File: src/rtl/divider_pkg.sv
// Shared definitions for the sequential arithmetic blocks (divider and shift-add multiplier):
// FSM encodings and the ready decode that both blocks use for the trigger/ready/done handshake.
package divider_pkg;

  typedef enum logic [1:0] {
    ST_IDLE = 2'h0,
    ST_CAL  = 2'h1,
    ST_DONE = 2'h2
  } state_e;

  // A new trigger can be taken while idle or during the done cycle, which allows back-to-back work.
  function automatic logic is_ready_state(input state_e s);
    return (s == ST_IDLE) || (s == ST_DONE);
  endfunction

endpackage

File: src/rtl/divider_if.sv
// Operand/result bundle for the divider, plus a debug view of the control FSM state.
interface divider_if
  import divider_pkg::*;
#(
  parameter int C_WIDTH = 32
) ();

  // Handshake: a start is taken on a rising edge where trigger=1 and ready=1; the operands
  // are sampled on that edge. trigger while ready=0 is dropped, never queued. done pulses
  // for one cycle when quotient/remainder/div_by_zero become valid; results then hold.
  logic [C_WIDTH-1:0] dividend;
  logic [C_WIDTH-1:0] divisor;
  logic               trigger;
  logic [C_WIDTH-1:0] quotient;
  logic [C_WIDTH-1:0] remainder;
  logic               ready;
  logic               done;
  logic               div_by_zero;
  state_e             state_dbg;

  modport master (
    output dividend, divisor, trigger,
    input  quotient, remainder, ready, done, div_by_zero, state_dbg
  );

  modport slave (
    input  dividend, divisor, trigger,
    output quotient, remainder, ready, done, div_by_zero, state_dbg
  );

endinterface

File: src/rtl/divider_div_step.sv
// One combinational restoring-division step: shift the next dividend bit into the partial
// remainder and subtract the divisor when it fits.
module divider_div_step #(
  parameter int C_WIDTH = 32
) (
  input  logic [C_WIDTH:0]   r_i,
  input  logic               q_msb_i,
  input  logic [C_WIDTH-1:0] divisor_i,
  output logic [C_WIDTH:0]   r_next_o,
  output logic               q_bit_o
);

  logic [C_WIDTH:0] shifted;
  logic [C_WIDTH:0] diff;

  // r_i[C_WIDTH] is zero whenever the partial remainder is below the divisor; it still
  // forces a subtract so the step stays correct if that invariant is ever broken upstream.
  assign shifted  = {r_i[C_WIDTH-1:0], q_msb_i};
  assign diff     = shifted - {1'b0, divisor_i};
  assign q_bit_o  = r_i[C_WIDTH] | (shifted >= {1'b0, divisor_i});
  assign r_next_o = q_bit_o ? diff : shifted;

endmodule

File: src/rtl/divider.sv
// Sequential unsigned restoring divider: one quotient bit per clock, trigger/ready/done handshake.
// Divide by zero short-cuts to done one cycle after the start with all-ones quotient.
module divider
  import divider_pkg::*;
#(
  parameter int C_WIDTH = 32
) (
  input  logic    ctl_clk,
  input  logic    reset,
  divider_if.slave bus
);

  localparam int CW = (C_WIDTH > 1) ? $clog2(C_WIDTH) : 1;

  state_e             state_q, state_d;
  logic [CW-1:0]      count_q, count_d;
  logic [C_WIDTH-1:0] divisor_q, divisor_d;
  logic [C_WIDTH-1:0] work_q_q, work_q_d;
  logic [C_WIDTH:0]   work_r_q, work_r_d;
  logic [C_WIDTH-1:0] quotient_q, quotient_d;
  logic [C_WIDTH-1:0] remainder_q, remainder_d;
  logic               dbz_q, dbz_d;

  logic               ready;
  logic               accept;
  logic [C_WIDTH:0]   step_r;
  logic               step_bit;
  logic [C_WIDTH-1:0] step_q;

  divider_div_step #(.C_WIDTH(C_WIDTH)) u_step (
    .r_i       (work_r_q),
    .q_msb_i   (work_q_q[C_WIDTH-1]),
    .divisor_i (divisor_q),
    .r_next_o  (step_r),
    .q_bit_o   (step_bit)
  );

  assign step_q = {work_q_q[C_WIDTH-2:0], step_bit};
  assign ready  = reset && is_ready_state(state_q);
  assign accept = ready && bus.trigger;

  always_comb begin
    state_d     = state_q;
    count_d     = count_q;
    divisor_d   = divisor_q;
    work_q_d    = work_q_q;
    work_r_d    = work_r_q;
    quotient_d  = quotient_q;
    remainder_d = remainder_q;
    dbz_d       = dbz_q;

    case (state_q)
      ST_IDLE, ST_DONE: begin
        if (accept) begin
          divisor_d = bus.divisor;
          work_q_d  = bus.dividend;
          work_r_d  = '0;
          count_d   = '0;
          dbz_d     = 1'b0;
          if (bus.divisor == '0) begin
            state_d     = ST_DONE;
            quotient_d  = '1;
            remainder_d = bus.dividend;
            dbz_d       = 1'b1;
          end else begin
            state_d = ST_CAL;
          end
        end else begin
          state_d = ST_IDLE;
        end
      end
      ST_CAL: begin
        work_r_d = step_r;
        work_q_d = step_q;
        count_d  = count_q + CW'(1);
        if (count_q == CW'(C_WIDTH - 1)) begin
          state_d     = ST_DONE;
          quotient_d  = step_q;
          remainder_d = step_r[C_WIDTH-1:0];
        end
      end
      default: state_d = ST_IDLE;
    endcase
  end

  always_ff @(posedge ctl_clk or negedge reset) begin
    if (!reset) begin
      state_q     <= ST_IDLE;
      count_q     <= '0;
      divisor_q   <= '0;
      work_q_q    <= '0;
      work_r_q    <= '0;
      quotient_q  <= '0;
      remainder_q <= '0;
      dbz_q       <= 1'b0;
    end else begin
      state_q     <= state_d;
      count_q     <= count_d;
      divisor_q   <= divisor_d;
      work_q_q    <= work_q_d;
      work_r_q    <= work_r_d;
      quotient_q  <= quotient_d;
      remainder_q <= remainder_d;
      dbz_q       <= dbz_d;
    end
  end

  assign bus.quotient    = quotient_q;
  assign bus.remainder   = remainder_q;
  assign bus.div_by_zero = dbz_q;
  assign bus.ready       = ready;
  assign bus.done        = (state_q == ST_DONE);
  assign bus.state_dbg   = state_q;

endmodule

File: src/flat_wrapper.sv
// flat-port wrapper written by rule: the top's interface ports become plain ports
module divider_flat import divider_pkg::*;
#(
  parameter int C_WIDTH = 32
)
  (ctl_clk, reset, bus_dividend, bus_divisor, bus_trigger, bus_quotient, bus_remainder, bus_ready, bus_done, bus_div_by_zero, bus_state_dbg);
  divider_if #(.C_WIDTH(C_WIDTH)) bus_i ();
  input  logic ctl_clk;
  input  logic reset;
  input wire logic [$bits(bus_i.dividend)-1:0] bus_dividend;
  input wire logic [$bits(bus_i.divisor)-1:0] bus_divisor;
  input wire logic [$bits(bus_i.trigger)-1:0] bus_trigger;
  output wire logic [$bits(bus_i.quotient)-1:0] bus_quotient;
  output wire logic [$bits(bus_i.remainder)-1:0] bus_remainder;
  output wire logic [$bits(bus_i.ready)-1:0] bus_ready;
  output wire logic [$bits(bus_i.done)-1:0] bus_done;
  output wire logic [$bits(bus_i.div_by_zero)-1:0] bus_div_by_zero;
  output wire logic [$bits(bus_i.state_dbg)-1:0] bus_state_dbg;
  assign bus_i.dividend = bus_dividend;
  assign bus_i.divisor = bus_divisor;
  assign bus_i.trigger = bus_trigger;
  assign bus_quotient = bus_i.quotient;
  assign bus_remainder = bus_i.remainder;
  assign bus_ready = bus_i.ready;
  assign bus_done = bus_i.done;
  assign bus_div_by_zero = bus_i.div_by_zero;
  assign bus_state_dbg = bus_i.state_dbg;
  divider #(.C_WIDTH(C_WIDTH)) u_core (.ctl_clk(ctl_clk), .reset(reset), .bus(bus_i));
endmodule
File: config.mk
export PLATFORM = sky130hd
export DESIGN_NAME = divider_flat
export DESIGN_NICKNAME = d
export VERILOG_FILES = /design/src/rtl/divider_pkg.sv /design/src/rtl/divider_if.sv /design/src/rtl/divider_div_step.sv /design/src/rtl/divider.sv /design/src/flat_wrapper.sv
export SDC_FILE = /design/constraint.sdc
export NUM_CORES = 1
export LEC_CHECK = 0
export BUFFER_PORTS_ARGS = -buffer_cell sky130_fd_sc_hd__buf_2
export CAP_MARGIN = 20
export CORE_MARGIN = 1.5
export CORE_UTILIZATION = 57
export CTS_CLUSTER_DIAMETER = 40
export DETAILED_ROUTE_END_ITERATION = 8
export GPL_TIMING_DRIVEN = 0
export PLACE_DENSITY = 0.8
export SYNTH_ARGS = -nofsm -noshare
export SYNTH_HDL_FRONTEND = slang
export SYNTH_SLANG_ARGS = --single-unit
File: constraint.sdc
create_clock -name ctl_clk -period 2.9 [get_ports ctl_clk]
set_input_delay 0 -clock ctl_clk [delete_from_list [all_inputs] [get_ports ctl_clk]]
set_output_delay 0 -clock ctl_clk [all_outputs]
set_load 0.01 [all_outputs]
# Word-level counts from Yosys, hierarchy flattened
# Index checks and enable logic that the tools add are counted.
# totals
register_bits,169
inputBits,67
elab_cells,48
# op_classes
muxes,20
add_sub_neg,2
n_eq_ne,6
n_reduce_logical,10
bitwise,1
order_cmp,1
# op_table
operator,n
$mux 32,7
$pmux 32 s2,3
$mux 33,2
$pmux 33 s2,1
$ge 33x32->1,1
$sub 33x32->33,1
$logic_not 32->1,1
$pmux 5 s2,1
$mux 2,3
$ne 2x1->1 const B,3
$add 5x1->5 const B,1
$eq 5x5->1 const B,1
$mux 5,1
$pmux 2 s2,1
$reduce_and 2->1,2
$reduce_and 4->1,1
$eq 2x1->1 const B,1
$eq 2x2->1 const B,1
$logic_and 1x1->1,2
$logic_not 2->1,1
$reduce_bool 2->1,1
$reduce_or 2->1,1
$logic_or 1x1->1,1
$mux 1,1
$or 1x1->1,1

# Longest topological paths before layout
# Gate-level depths: netlist (run 1).
# logic_depth
ltp_word,6
mapped_depth,13

# Hierarchy
# Synthesis (run 1) repeated with hierarchy kept, for this count alone.
# hier_totals
hier_cells,1158
hier_area_um2,9934.5
# modules_own_cells
mod,seq_area_each_um2,cells_each,area_per_inst_um2,instances
divider,4229.1,828,7693.6,1
divider_div_step,0.0,330,2240.9,1

# Worst setup path before layout (run 1)
# No wires, ideal clock.
# synth_path
path_kind,register to register
startpoint,reg u_core.work_r_q[17]
endpoint,reg u_core.remainder_q[17] (netlist: u_core.bus.remainder[17])
setup_ps,118
stages_incl_launch_ff,12
arrival_time_ps,2490
required_ps,2782
path_slack_ps,292
cell_sequence,dfrtp_1 > ha_1 > a21o_1 > a31oi_1 > o21ai_1 > a221oi_2 > o21ai_2 > a21oi_4 > buf_6 > mux2i_1 > a21oi_1 > a21o_1
# synth_between
elab_chain_len,5
# synth_lines
element,line,source
"start, declared",divider.sv:19,"logic [C_WIDTH:0] work_r_q, work_r_d;"
"start signal, assigned",divider.sv:101,work_r_q <= work_r_d;
$ge 33x32->1,divider_div_step.sv:20,"assign q_bit_o = r_i[C_WIDTH] | (shifted >= {1'b0, divisor_i});"
$or 1x1->1,divider_div_step.sv:20,
$mux 33,divider_div_step.sv:21,assign r_next_o = q_bit_o ? diff : shifted;
$mux 32,divider.sv:76,if (count_q == CW'(C_WIDTH - 1)) begin
$pmux 32 s2,divider.sv:52,case (state_q)
"end signal, assigned",divider.sv:103,remainder_q <= remainder_d;
"end, declared",divider.sv:21,"logic [C_WIDTH-1:0] remainder_q, remainder_d;"
# No other way between the ends. The select of a mux whose other input is x is not followed.
# A chain may end at the register's enable or synchronous reset.

# Worst setup path after layout (run 1)
# layout_path
startpoint,reg u_core.work_r_q[1]
endpoint,reg u_core.remainder_q[24] (netlist: u_core.bus.remainder[24])
# layout_between
elab_chain_len,5
elab_cells_between_ends,6
# layout_lines
element,line
$ge 33x32->1,divider_div_step.sv:20
$or 1x1->1,divider_div_step.sv:20
$mux 33 (*),divider_div_step.sv:21
$mux 32 (*),divider.sv:76
$pmux 32 s2 (*),divider.sv:52
# Every way passes the cells marked *; elsewhere a longest branch is shown, timed or not. The select of a mux whose other input is x is not followed.

==> results of run 1 <==
per-layer routing:
metal | global-route usage (%) | share of wire [%] | up-vias
li1 | - | - | 4012
met3 | 6.260 | 7.7 | 76
met2 | 54.46 | 48 | 476
met4 | 12.10 | 2.7 | 0
met5 | 0 | 0 | -
met1 | 43.88 | 41 | 4193
flip-flops by register name, indices dropped and copies added, names as in the netlist:
register / count
u_core.divisor_q: 32
u_core.count_q: 5
u_core.bus.state_dbg: 2
u_core.bus.remainder: 32
u_core.work_q_q: 32
u_core.work_r_q: 33
u_core.bus.quotient: 32
u_core.bus.div_by_zero: 1
through the flow:
step                cell area (um^2)  util [%]  TNS (ps)
global placement                9851     64.56   -426420
detailed placement              9888     64.81     -8507
global route                   11790     77.24     -1462
finish                         11790     77.24    -181.0
CTS                            11350     74.42    -48.03
floorplan                       8911         -         0
cell type report:
cell class	count	area, um^2	share of cell area (%)
Tap cell	211	264.0	2.240
Clock inverter	13	108.9	0.9237
Buffer	55	260.3	2.208
Clock buffer	19	442.9	3.758
Timing Repair Buffer	218	1570	13.32
Sequential cell	169	4232	35.91
Multi-Input combinational cell	746	4757	40.37
Inverter	40	150.1	1.274
what timing repair did:
action / 4_1_cts / 5_1_grt
setup buffers: 6 / 8
hold buffers: 66 / 0
gates resized for setup: 32 / 75
cloned: 1 / 1
pin swaps: 4 / 11
endpoints found under the hold margin: 156 / 0
setup endpoints to repair: 62 / 85
critical path, cell delays in order (launching register included):
cell,delay [ps]
dfrtp_1,440
ha_1,390
nand3_1,180
o21bai_2,280
a21oi_2,250
o21ai_2,130
o21ai_2,230
a21oi_4,100
bufbuf_16,290
mux2i_2,230
a21oi_1,120
a21o_1,180
Yosys cell counts (2+ instances only):
master,instances
o211ai_1,5
a221oi_1,2
nand2b_1,7
nand3_1,10
buf_6,3
buf_1,8
a31oi_1,39
ha_1,34
nand4_1,7
nor2_1,54
dfrtp_1,169
and3_1,8
o21ai_1,20
o21ai_0,122
nand2_1,208
mux2i_1,26
buf_2,6
a21o_1,28
or3_1,3
o21bai_1,4
a21oi_1,62
nor3_1,7
nor2b_1,9
o21a_1,19
clkbuf_1,41
nor4_1,11
o22a_1,4
xor2_1,12
a211oi_1,4
and2_1,5
xnor2_1,17
inv_1,39
o22ai_1,2
logic make-up after synthesis:
kind of cell / after synthesis / synth area share, %
compound gates: 326 / 21.71
xor+xnor: 29 / 2.850
fa+ha+maj: 35 / 4.999
buf+inv: 98 / 4.465
flops: 169 / 47.46
mux: 26 / 2.921
simple gates: 330 / 15.60
final timing paths:
| path | from | to | slack, ps | depth (start not counted) |
|---|---|---|---|---|
| worst min register to register | u_core.bus.quotient[29] | u_core.bus.quotient[29] | 480 | 2 |
| min in group ctl_clk | bus_trigger | u_core.work_q_q[3] | 240 | 4 |
| worst min-delay path | reset | u_core.bus.quotient[8] | 160 | 3 |
| max in group asynchronous | reset | u_core.work_r_q[17] | 2260 | 3 |
| worst max-delay path | u_core.work_r_q[1] | u_core.bus.remainder[24] | -40 | 11 |
| worst max register to register | u_core.work_r_q[1] | u_core.bus.remainder[24] | -40 | 11 |
==> qor.csv, run 1 <==
stage,metric,value,unit
die,die-area,16390,um^2
sta,rsz0062_at_grt,true,
detailed_routing,num_vias,8757,
flow_run,maxCapViolCount,0,
synth,synthTopCellsByArea,"dfrtp_1 47%, nand2_1 8.8%, o21ai_0 6.9%",
global_routing,grtUsageTotal,33.07,%
synth,synth_area_per_cell,8.797,um^2
detailed_routing,wirelength,27510,um
clock_tree,clk_pin_slew,70,ps
synth,synth_nets,1115,
die,dieWidth,128.0,um
detailed_routing,vias_per_cell,5.953,
global_routing,grt_pass1_vias,8409,
synth,syn_area,8911,um^2
synth,ys.flop_type,dfrtp_1,
detailed_routing,drt_iter0_markers,834,
global_routing,grt_start_max_net_pins,105,
critical_path,cp-end-kind,flip-flop,
detailed_routing,drt_pass1_iterations,6,
clock_tree,cts_tree,built,
die,io_pins,136,
global_routing,antenna_found_initial,0,
synth,ys_seq_elements,169,
layout,nets,1349,
critical_path,crit_arrival,3280,ps
die,core,15260,um^2
sta,tightest_slew,637.5,ps
synth,synthesis.instances,1013,
layout,layout-drive-gt1-share,21.59,%
layout,syn2layout_area_growth,32.25,%
clock_tree,cts_made_buffers,17,
clock_tree,worstSkewPairLatency,440,ps
worst_hold_path,hold_class,in -> async,
placement,port_buffers,135,
sta,final.setup.worst_slack,-40.90,ps
critical_path,critPathRequiredTime,3240,ps
placement,gp_congestion,0.9076,
sta,fin_crit_sh,101.4,%
layout,final_common_cell,nand2_1,
synth,synth_edf_count,0,
synth,async_reset_ff_share,100.0,%
sta,fin_skew,8.376,ps
detailed_routing,antenna_left,0,
synth,synth_cell_type_count,51,
sta,whs,163.0,ps
die,start_util,58.40,%
critical_path,start_kind,flip-flop,
sta,hold_viol,0,
outcome,violations,negative setup slack,
layout,fillers,1012,
synth,synth_area_leader_cell,dfrtp_1,
clock_tree,cts-root-buf,clkbuf_16,
placement,dp_hpwl,18620,um
sta,min_period,2941,ps
die,num_rows,45,
layout,mostFrequentLayoutCells,"208 x nand2_1, 167 x dfrtp_1, 139 x buf_2",
critical_path,crit_fanout,5,
detailed_routing,route.detailed.drc,0,
synth,synth_warnings,0,
clock_tree,cts-htree-levels,4,
die,die_h,128.0,um
clock_tree,clock_path_buffers,2,
synth,yosysSeqAreaShare,47.46,%
layout,fin_cells,1471,
sta,fmax,340.0,MHz
global_routing,grt-ovfl-total,0,
critical_path,critPathKind,reg -> reg,
sta,timing.final.max_slew_violations,0,
sta,maxSlewHeadroom,57.50,%
placement,post-place-ws,-266.8,ps
placement,dp_cells,1360,
sta,setup_viol,9,
layout,diodes,0,
global_routing,grt_pass1_wl,42100,um
outcome,status,"finished, violations left",
detailed_routing,wl_per_cell,18.70,um
clock_tree,numClockSinks,169,
synth,synth_top_area_share,47.46,%
Power of run 1 is left out: the tool's default activity adds up to more than one toggle a clock period on the data nets, which glitch-free logic cannot reach.
==> inputs of run 2 (changes only) <==
- CORE_UTILIZATION: 57 -> 25
- PLACE_DENSITY: 0.8 -> not set
==> qor.csv, run 2 (synthesis gave the netlist of run 1 again) <==
stage,metric,value,unit,change
critical_path,start_kind,flip-flop,,unchanged
global_routing,grt-ovfl-total,0,,unchanged
sta,fin_skew,14.16,ps,was 8.376 ps
layout,layout-drive-gt1-share,21.42,%,was 21.59%
layout,syn2layout_area_growth,36.03,%,was 32.25%
clock_tree,clk_pin_slew,80,ps,was 70 ps
global_routing,grt_pass1_vias,8246,,was 8409
critical_path,path_cells,inv_1 > ha_2 > fa_2 > nand2b_4 > a21o_4 > a31o_4 > o211ai_4 > a221oi_4 > o21ai_2 > xnor2_1 > o31ai_2 > o22a_1,,was ha_1 > nand3_1 > o21bai_2 > a21oi_2 > o21ai_2 > o21ai_2 > a21oi_4 > bufbuf_16 > mux2i_2 > a21oi_1 > a21o_1
sta,maxSlewHeadroom,50.85,%,was 57.50%
critical_path,cp-end-kind,flip-flop,,unchanged
placement,gp_congestion,0.8457,,was 0.9076
outcome,status,"complete, no violations",,"was finished, violations left"
detailed_routing,drt_pass1_iterations,5,,was 6
clock_tree,worstSkewPairLatency,440,ps,about the same
layout,top_register,u_core.work_r_q,,unchanged
global_routing,grt_pass1_wl,46380,um,was 42100 um
worst_hold_path,hold_class,in -> async,,unchanged
die,die_h,191.8,um,was 128.0 um
critical_path,cp.depth,12,,was 11
critical_path,critPathMaxStageDelay,360,ps,was 440 ps
critical_path,critPathKind,reg -> reg,,unchanged
clock_tree,numClockSinks,169,,unchanged
placement,dp_hpwl,23140,um,was 18620 um
sta,setup_viol,0,,was 9
sta,timing.final.max_slew_violations,0,,unchanged
detailed_routing,route.detailed.drc,0,,unchanged
critical_path,crit_buf_inv,1,,unchanged
detailed_routing,drt_iter0_markers,558,,was 834
die,io_pins,136,,unchanged
clock_tree,cts-htree-levels,4,,unchanged
critical_path,crit_fanout,3,,was 5
global_routing,grt_start_max_net_pins,107,,was 105
critical_path,crit_arrival,3260,ps,was 3280 ps
clock_tree,cts_tree,built,,unchanged
sta,fin_crit_sh,99.17,%,was 101.4%
critical_path,reg2reg_depth,12,,was 11
global_routing,grtUsageTotal,16.44,%,was 33.07%
sta,min_period,2876,ps,was 2941 ps
die,start_util,25.61,%,was 58.40%
critical_path,critPathRequiredTime,3280,ps,was 3240 ps
layout,mostFrequentLayoutCells,"208 x nand2_1, 167 x dfrtp_1, 140 x buf_2",,"was 208 x nand2_1, 167 x dfrtp_1, 139 x buf_2"
sta,fmax,347.7,MHz,was 340.0 MHz
detailed_routing,wl_per_cell,17.70,um,was 18.70 um
layout,diodes,0,,unchanged
sta,hold_viol,0,,unchanged
sta,rsz0062_at_grt,true,,unchanged
clock_tree,cts-root-buf,clkbuf_16,,unchanged
detailed_routing,num_vias,8284,,was 8757
die,dieWidth,191.8,um,was 128.0 um
layout,nets,1345,,was 1349
sta,setup_tns,0,ps,was -181.0 ps
global_routing,antenna_found_initial,0,,unchanged
detailed_routing,wirelength,30280,um,was 27510 um
die,num_rows,68,,was 45
sta,tightest_slew,737.2,ps,was 637.5 ps
detailed_routing,antenna_left,0,,unchanged
die,core,34800,um^2,was 15260 um^2
clock_tree,clock_path_buffers,2,,unchanged
placement,port_buffers,135,,unchanged
detailed_routing,vias_per_cell,4.842,,was 5.953
critical_path,cp_slowest_cell,dfrtp_1,,unchanged
clock_tree,cts_made_buffers,17,,unchanged
layout,final_common_cell,nand2_1,,unchanged
die,die-area,36790,um^2,was 16390 um^2
critical_path,path_delay_family,compound AO/OA/AOI/OAI gates,,unchanged
flow_run,maxCapViolCount,0,,unchanged
layout,largest_reg_flops,33,,unchanged
-- run 2: cell types whose count changed in the layout (fill, tap and decap cells not counted), sizes merged --
cell	previous run	this run
buf	167	164
bufbuf	1	0
bufinv	0	1
clkbuf	59	57
clkinvlp	3	2
inv	46	48
-- run 2: worst register-to-register path, delay by kind of cell (launching register included) --
family / cells / cell delay (ps)
flip-flops: 1 / 360
buffers and inverters: 1 / 80
XOR/XNOR: 1 / 120
adder cells (fa/ha/maj): 2 / 570
AND/OR/NAND/NOR: 1 / 170
AO/OA/AOI/OAI: 7 / 1530
-- run 2: through the flow --
step	instance area, um^2	hold WS (ps)	utilization (%)	setup slack (ps)	std cells
6_report	12120	158.2	34.83	24.01	1711
5_1_grt	12120	197.4	34.83	-35.23	1711
4_1_cts	11800	166.7	33.90	-30.04	1706
3_5_place_dp	10190	-19.90	29.29	-377.9	1604
3_3_place_gp	10160	227.0	29.19	-2683	1603
2_1_floorplan	8911	-295.6	-	292.2	1013
-- run 2: cell type report --
type,instances,area [um^2]
Tap cell,455,569.3
Sequential cell,169,4232
Clock buffer,17,425.4
Buffer,56,271.5
Clock inverter,15,173.9
Inverter,40,150.1
Fill cell,3617,22680
Timing Repair Buffer,213,1504
Multi-Input combinational cell,746,4796
-- run 2: metal layers --
metal / share of wire, % / global-route usage [%]
met3: 5.4 / 2.540
met5: 0 / 0
met1: 48 / 22.96
met4: 0.96 / 3.846
met2: 46 / 26.59
-- run 2: worst paths after layout --
path | start | slack (ps) | endpoint
max | u_core.work_q_q[31] | 20 | u_core.bus.remainder[30]
min | reset | 160 | u_core.bus.quotient[8]
max reg2reg | u_core.work_q_q[31] | 20 | u_core.bus.remainder[30]
min reg2reg | u_core.bus.quotient[29] | 480 | u_core.bus.quotient[29]
max in group asynchronous | reset | 2220 | u_core.work_r_q[17]
min in group ctl_clk | bus_trigger | 190 | u_core.work_q_q[2]
-- run 2: repair_timing --
| item | in CTS | in global routing |
|---|---|---|
| hold buffers | 66 | 0 |
| gates resized for setup | 55 | 62 |
| endpoints found under the hold margin | 153 | 0 |
| setup buffers | 5 | 5 |
| pin swaps | 4 | 14 |
| gates cloned | 0 | 1 |
| endpoints found under the setup margin | 66 | 86 |
Power of run 2 is left out for the same reason.
